File: src/rtl/cipherbox_uart_pkg.sv
// ---------------------------------------------------------------------------
// cipherbox_uart_pkg
// Shared definitions for the Cipherbox UART transmitter and receiver:
//   - uart_state_e : 3-bit FSM encoding (IDLE=0, START=1, DATA=2, PARITY=3,
//                    STOP=4), common to tx_state and rx_state
//   - DEF_CLK_HZ / DEF_BAUD / DEF_CLKS_PER_BIT : default bit timing
//   - parity_bit() : parity helper used when UART_TX_PARITY_EN is defined
// ---------------------------------------------------------------------------
package cipherbox_uart_pkg;

  localparam int DEF_CLK_HZ       = 50000000;
  localparam int DEF_BAUD         = 115200;
  // Truncating division gives 434 clocks per bit at 50 MHz / 115200.
  localparam int DEF_CLKS_PER_BIT = DEF_CLK_HZ / DEF_BAUD;

  typedef enum logic [2:0] {
    ST_IDLE   = 3'd0,
    ST_START  = 3'd1,
    ST_DATA   = 3'd2,
    ST_PARITY = 3'd3,
    ST_STOP   = 3'd4
  } uart_state_e;

  // Even parity of the byte, inverted when odd parity is selected.
  function automatic logic parity_bit(input logic [7:0] data, input logic odd);
    return (^data) ^ odd;
  endfunction

endpackage

File: src/rtl/uart_baud_cnt.sv
// ---------------------------------------------------------------------------
// uart_baud_cnt
// Bit-period counter: counts 0..CLKS_PER_BIT-1 and flags the last cycle of
// each bit period. Reusable by both UART directions.
// Ports:
//   i_clk   : system clock, rising edge
//   i_rst_n : asynchronous active-low reset
//   i_clr   : hold the count at 0 (used while the line is idle)
//   o_last  : high during the final cycle of the current bit period
// ---------------------------------------------------------------------------
module uart_baud_cnt #(
  parameter int CLKS_PER_BIT = 434
) (
  input  logic i_clk,
  input  logic i_rst_n,
  input  logic i_clr,
  output logic o_last
);

  localparam int            CW   = (CLKS_PER_BIT > 2) ? $clog2(CLKS_PER_BIT) : 1;
  localparam logic [CW-1:0] LAST = CW'(CLKS_PER_BIT - 1);

  logic [CW-1:0] r_cnt;

  assign o_last = (r_cnt == LAST);

  // Bit-period count; wraps to 0 only at the end of a period so every state
  // change (which happens on o_last) starts a fresh period.
  always_ff @(posedge i_clk or negedge i_rst_n) begin
    if (!i_rst_n) begin
      r_cnt <= '0;
    end else if (i_clr || o_last) begin
      r_cnt <= '0;
    end else begin
      r_cnt <= r_cnt + CW'(1);
    end
  end

endmodule

File: src/rtl/uart_tx.sv
// ---------------------------------------------------------------------------
// uart_tx
// Serialises one byte per valid/ready handshake into an 8N1 UART frame
// (start bit, D0..D7 LSB first, stop bit). Defining UART_TX_PARITY_EN adds a
// parity bit after D7 (8E1 when PARITY_ODD=0, 8O1 when PARITY_ODD=1).
// Ports:
//   clk      : system clock, rising edge
//   rst_n    : asynchronous active-low reset (aborts a frame, tx goes high)
//   tx_valid : byte request
//   tx_data  : byte to send, sampled only on handshake
//   tx_ready : high only in IDLE
//   tx       : registered serial line, idles high
//   busy     : high from the cycle after acceptance until the frame ends
//   done     : one-cycle pulse in the IDLE cycle following the stop bit
//   tx_state : debug view of the FSM state
// ---------------------------------------------------------------------------
module uart_tx #(
  parameter int CLKS_PER_BIT = cipherbox_uart_pkg::DEF_CLKS_PER_BIT,
  parameter int PARITY_ODD   = 0
) (
  input  logic       clk,
  input  logic       rst_n,
  input  logic       tx_valid,
  input  logic [7:0] tx_data,
  output logic       tx_ready,
  output logic       tx,
  output logic       busy,
  output logic       done,
  output logic [2:0] tx_state
);

  import cipherbox_uart_pkg::*;

  uart_state_e r_state;
  logic        r_tx;
  logic        r_busy;
  logic        r_done;
  logic        r_ready;
  logic [2:0]  r_bit_idx;
  logic [7:0]  r_shift;
`ifdef UART_TX_PARITY_EN
  logic        r_par;
`endif
  logic        w_clr;
  logic        w_last;

  // The counter is held at 0 while idle so START gets a full bit period.
  assign w_clr = (r_state == ST_IDLE);

  uart_baud_cnt #(
    .CLKS_PER_BIT (CLKS_PER_BIT)
  ) u_baud_cnt (
    .i_clk   (clk),
    .i_rst_n (rst_n),
    .i_clr   (w_clr),
    .o_last  (w_last)
  );

  assign tx       = r_tx;
  assign busy     = r_busy;
  assign done     = r_done;
  assign tx_ready = r_ready;
  assign tx_state = r_state;

  // Frame FSM: tx is driven one cycle ahead so each bit appears on the edge
  // that enters its state.
  always_ff @(posedge clk or negedge rst_n) begin
    if (!rst_n) begin
      r_state   <= ST_IDLE;
      r_tx      <= 1'b1;
      r_busy    <= 1'b0;
      r_done    <= 1'b0;
      r_ready   <= 1'b1;
      r_bit_idx <= 3'd0;
      r_shift   <= 8'h00;
`ifdef UART_TX_PARITY_EN
      r_par     <= 1'b0;
`endif
    end else begin
      r_done <= 1'b0;
      case (r_state)
        ST_IDLE: begin
          if (tx_valid && r_ready) begin
            r_shift   <= tx_data;
`ifdef UART_TX_PARITY_EN
            r_par     <= parity_bit(tx_data, PARITY_ODD != 0);
`endif
            r_bit_idx <= 3'd0;
            r_tx      <= 1'b0;
            r_busy    <= 1'b1;
            r_ready   <= 1'b0;
            r_state   <= ST_START;
          end
        end
        ST_START: begin
          if (w_last) begin
            r_tx    <= r_shift[0];
            r_state <= ST_DATA;
          end
        end
        ST_DATA: begin
          if (w_last) begin
            if (r_bit_idx == 3'd7) begin
              r_bit_idx <= 3'd0;
`ifdef UART_TX_PARITY_EN
              r_tx      <= r_par;
              r_state   <= ST_PARITY;
`else
              r_tx      <= 1'b1;
              r_state   <= ST_STOP;
`endif
            end else begin
              // Next data bit sits at position 1 before the shift lands.
              r_tx      <= r_shift[1];
              r_shift   <= {1'b0, r_shift[7:1]};
              r_bit_idx <= r_bit_idx + 3'd1;
            end
          end
        end
`ifdef UART_TX_PARITY_EN
        ST_PARITY: begin
          if (w_last) begin
            r_tx    <= 1'b1;
            r_state <= ST_STOP;
          end
        end
`endif
        ST_STOP: begin
          if (w_last) begin
            r_busy  <= 1'b0;
            r_done  <= 1'b1;
            r_ready <= 1'b1;
            r_state <= ST_IDLE;
          end
        end
        default: begin
          // Unreachable encodings recover to a quiet idle line.
          r_tx    <= 1'b1;
          r_busy  <= 1'b0;
          r_ready <= 1'b1;
          r_state <= ST_IDLE;
        end
      endcase
    end
  end

endmodule

File: config.mk
export PLATFORM = sky130hd
export DESIGN_NAME = uart_tx
export DESIGN_NICKNAME = d
export VERILOG_FILES = /design/src/rtl/cipherbox_uart_pkg.sv /design/src/rtl/uart_baud_cnt.sv /design/src/rtl/uart_tx.sv
export SDC_FILE = /design/constraint.sdc
export NUM_CORES = 1
export LEC_CHECK = 0
export CAP_MARGIN = 20
export CORE_MARGIN = 2
export CORE_UTILIZATION = 50
export DETAILED_ROUTE_END_ITERATION = 10
export HOLD_SLACK_MARGIN = 0.1
export PLACE_DENSITY = 0.73
export SLEW_MARGIN = 10
export SYNTH_ARGS = -nofsm -noshare
export SYNTH_HDL_FRONTEND = slang
export SYNTH_HIERARCHICAL = 1
export SYNTH_SLANG_ARGS = --single-unit
File: constraint.sdc
create_clock -name clk -period 5.47 [get_ports clk]
set_input_delay 0.8205 -clock clk [delete_from_list [all_inputs] [get_ports clk]]
set_output_delay 0.8205 -clock clk [all_outputs]
set_load 0.005 [all_outputs]
==> results.txt <==
* Async SR Flop Fraction: 100.0%
- Setup fix buffers added after clock tree synthesis: 0
- Vias: 1092
- Final setup TNS: 0 ns
* Maximum count of clock buffers along a single path: 2
- In the finished design, the share of the clock period the worst path needs comes to 55.75%.
- The hold violation count in the final report is 0.
* Worst Setup Start Kind: register
- Minimum hold slack: between 0.5 and 0.6 ns
- Number of max-cap violations: 0
- Instance count of the mapped netlist: 144
- Number of antenna violations at the first check in global routing: 0
- The core region is 2758 um2.
- Final cell utilization of the core: 60.21%
* TritonCTS clock tree: built
* Required time reported for the critical path endpoint: 5.71 ns
- The netlist uses 43 different library cells.
- DIE AREA: 3344 um2
- Of the total synthesized cell area, the portion taken by XOR and XNOR cells is 2.418%.
* H-tree depth: 1
- Starting density of the core: 52.54%
* Syn. warnings: 6
- Complex-gate fraction of the synthesized area: 17.70%
- Among all cell types in the netlist, the one instantiated most often is sky130_fd_sc_hd__dfrtp_1.
- Summed over all layers, the global routing overflow is 0.
* Destination of the critical timing path: r_shift[7]$_DFFE_PN0P_
- Wire length per cell after detailed routing: roughly 14 um
- Of the total synthesized cell area, the portion taken by full adders, half adders and majority gates is roughly 3.5%.
* Type of the worst setup path: reg -> reg
- By count the netlist is led by 25 x sky130_fd_sc_hd__dfrtp_1, 15 x sky130_fd_sc_hd__nor2_1, 11 x sky130_fd_sc_hd__a21oi_1.
* Remaining antenna violation count after routing: 0
* Clock buffers created by TritonCTS: 3
* Crit-path cells: or3_4, nor3_1, nand2b_1, a2111oi_4, nand3_1, o21ai_0
- Number of placed cells counting well taps: roughly 190
- Of the cells placed in the final design, the portion with a size suffix greater than 1 is 10.00%.
- Reg2Reg Launch Point: u_baud_cnt/r_cnt[2]$_DFF_PN0_
* Post-synthesis cell type with the largest combined area: sky130_fd_sc_hd__dfrtp_1
- Family of cells with the greatest summed delay on the critical path: simple AND/OR/NAND/NOR gates
* Wire length of the first global-routing pass: 4436 um
- Power share of the sequential group: 67.0%
- The die is between 50 and 60 um wide.
* Dominant combinational cell family by area after synthesis: simple AND/OR/NAND/NOR gates
- Time the worst path needs with I/O delays and setup: 3.050 ns
- Total power of the final layout: 0.0002983 W
- In this run, synthesis inferred 0 flip-flops with an integrated enable.
- Combinational logic is responsible for 4.5% of the overall power.
- Detailed-router iteration count before antenna repair: 5
* Max-slew violations: 0
- The tree is rooted in a sky130_fd_sc_hd__clkbuf_4.
- Pin count of the biggest net entering global routing: 28
- Internal power comes to 0.0002346 W.
* Worst setup EP type: register
* Post-cts sizing count: 0
- In this run switching power makes up between 20% and 30% of total power.
- Mux share of post-synthesis cell area: under 10%
* Rows: 19
- For this design, the sink count on the clock tree is 27.
- For this run, the number of standard cells in the final layout without fillers is 191.
- Static timing analysis puts the maximum clock frequency at 327.9 MHz.
* Synth top area cells: sky130_fd_sc_hd__dfrtp_1 43%, sky130_fd_sc_hd__mux2i_1 4.8%, sky130_fd_sc_hd__nor2_1 3.9%
* Number of primary I/O pins: 18
- The synthesized design contains 27 register bits.
- The flow ran to the end, and the final reports show no timing, DRC or antenna violations.
* Count of final setup violators: 0
- Synthesis produced a netlist with a net count of around 160.
- The slowest stage of the critical path belongs to the cell sky130_fd_sc_hd__a2111oi_4.
* Clock power share: 28.6%
- Flip-flop and latch area: about 680 um2
* Total Routing Usage GR: 16.93%
* Worst path bufs/invs: 0
* Fraction of the yosys area taken by sequential cells: between 40 and 50%
- Critical-path maximum fanout: 16
* Min-Delay Startpoint: r_bit_idx[1]$_DFFE_PN0P_
- In this run the critical register-to-register path is captured at r_shift[7]$_DFFE_PN0P_.
- Logic depth of the worst setup path including buffers: 6
- Die Span Y: 57.83 um
* Transition time at the pin with the least slew margin: 0.8924 ns
* Power Dens Cells: ~180 nW/um2
* Final net count: 176
- Final Routed Wirelength: 2594 um
- Starting DRC count in detailed routing: 50
* Signal arrival time at the worst endpoint: 3.29 ns
* Post-synth top area share: 43.18%
- After detailed routing, the number of remaining DRC violations is 0.
* Final setup skew: 0.001188 ns
- Class of the tightest hold or removal check: reg -> reg
- Worst R2R Path Depth: 6
* # hold bufs at CTS: 0
* P_sw: 0.00006369 W
* Post-synthesis simple-gate area fraction: slightly above 20%
- Mean cell area of the mapped netlist: 10.06 um2
- Across the VDD grid, the largest voltage drop is 0.1332 mV.
* Total inserted antenna cells: 0
* Placer congestion estimate: approximately 0.74
- Post-detail-place hpwl: 1884 um
* Unrepaired setup endpoints after global routing: false
- The multi-input combinational cells in the finished layout cover a total of 715.7 um2.
- Detail-routed via count per cell: 5.717
* Total leakage power: roughly 0.73 nW
- In this run the worst setup path begins at u_baud_cnt/r_cnt[2]$_DFF_PN0_.
- From synthesis to final layout, the design area changed by 14.59%.
* Leading register cell type out of synthesis: sky130_fd_sc_hd__dfrtp_1
* Fill cell total of the finished layout: 244
- Port buffering added 17 buffers.
- Slowest stage delay, CP: 0.84 ns
- R2R Setup Slk: 2.42 ns
- In this run the cell area of the synthesized design comes to 1449 um2.
* Remaining max-slew budget at the tightest pin: 40.05%
* Later-pin clock latency in the skew report: 0.31 ns
- Via count of the first global-routing pass: approximately 1000
* Clock transition at the register clock pins on the worst setup and hold paths after CTS: 0.14 ns
cell usage in the layout (no fill, tap or decap), types with 4 or more instances in the layout:
cell and instances:
sky130_fd_sc_hd__a21oi_1 11, sky130_fd_sc_hd__dfrtp_1 25, sky130_fd_sc_hd__clkdlybuf4s50_1 17, sky130_fd_sc_hd__nor3_1 4, sky130_fd_sc_hd__nand3_1 7, sky130_fd_sc_hd__nand2_1 9
sky130_fd_sc_hd__or3_1 4, sky130_fd_sc_hd__inv_1 6, sky130_fd_sc_hd__o21ai_0 6, sky130_fd_sc_hd__mux2i_1 7, sky130_fd_sc_hd__ha_1 4, sky130_fd_sc_hd__nor2_1 15
worst min path at each step:
stage,endpoint,slack [ns],cells past startpoint
after global routing,r_bit_idx[2]$_DFFE_PN0P_,0.56,2
after floorplan,r_bit_idx[1]$_DFFE_PN0P_,0.45,2
after global placement,r_bit_idx[2]$_DFFE_PN0P_,0.47,2
after detailed placement,r_bit_idx[2]$_DFFE_PN0P_,0.48,2
final,r_bit_idx[1]$_DFFE_PN0P_,0.51,2
after CTS,r_bit_idx[2]$_DFFE_PN0P_,0.51,2
tightest hold or removal path: stages, from the launching register on:
cell,delay [ns]
sky130_fd_sc_hd__dfrtp_1,0.38
sky130_fd_sc_hd__nand2_1,0.05
sky130_fd_sc_hd__o21ai_0,0.06
layout make-up:
class | instances | share of cell area (%)
Clock buffer | 3 | 1.356
Clock inverter | 1 | 0.3014
Inverter | 6 | 1.356
Multi-Input combinational cell | 105 | 43.10
Sequential cell | 27 | 40.84
Tap cell | 31 | 2.336
Timing Repair Buffer | 18 | 10.70
metal layers:
metal	part of all wire, %	GRT usage [%]
met4	0.62	4.983
met2	48	29.55
met5	0	0
met3	3.0	2.009
met1	48	22.11
metrics by stage:
step / instance area, um2 / setup WS (ns)
after detailed placement: 1633 / 2.427
after global placement: 1633 / 2.623
after global routing: 1660 / 2.129
after floorplan: 1449 / 3.455
after CTS: 1660 / 2.408
final: 1660 / 2.420
cells by family after synthesis:
logic type | count (synthesis)
multiplexers | 8
buffers and inverters | 12
AND/OR/NAND/NOR | 55
flip-flops | 27
adder cells (fa/ha/maj) | 4
AO/OA/AOI/OAI | 34
XOR/XNOR | 4
sequential cells by signal (all words and copies together), names as in the netlist:
name	count
tx_state	3
r_shift	8
tx	1
busy	1
r_bit_idx	3
done	1
tx_ready	1
u_baud_cnt/r_cnt	9
power groups by stage:
| stage | registers, W | logic [W] | clock network [W] |
|---|---|---|---|
| 2_1_floorplan | 0.000203 | 0.00000160 | 0 |
| 3_3_place_gp | 0.000203 | 0.0000134 | 0 |
| 3_5_place_dp | 0.000203 | 0.0000139 | 0 |
| 4_1_cts | 0.000200 | 0.0000139 | 0.0000884 |
| 5_1_grt | 0.000200 | 0.0000151 | 0.0000959 |
| 6_report | 0.000200 | 0.0000134 | 0.0000852 |
(Power assumes the default switching activity.)
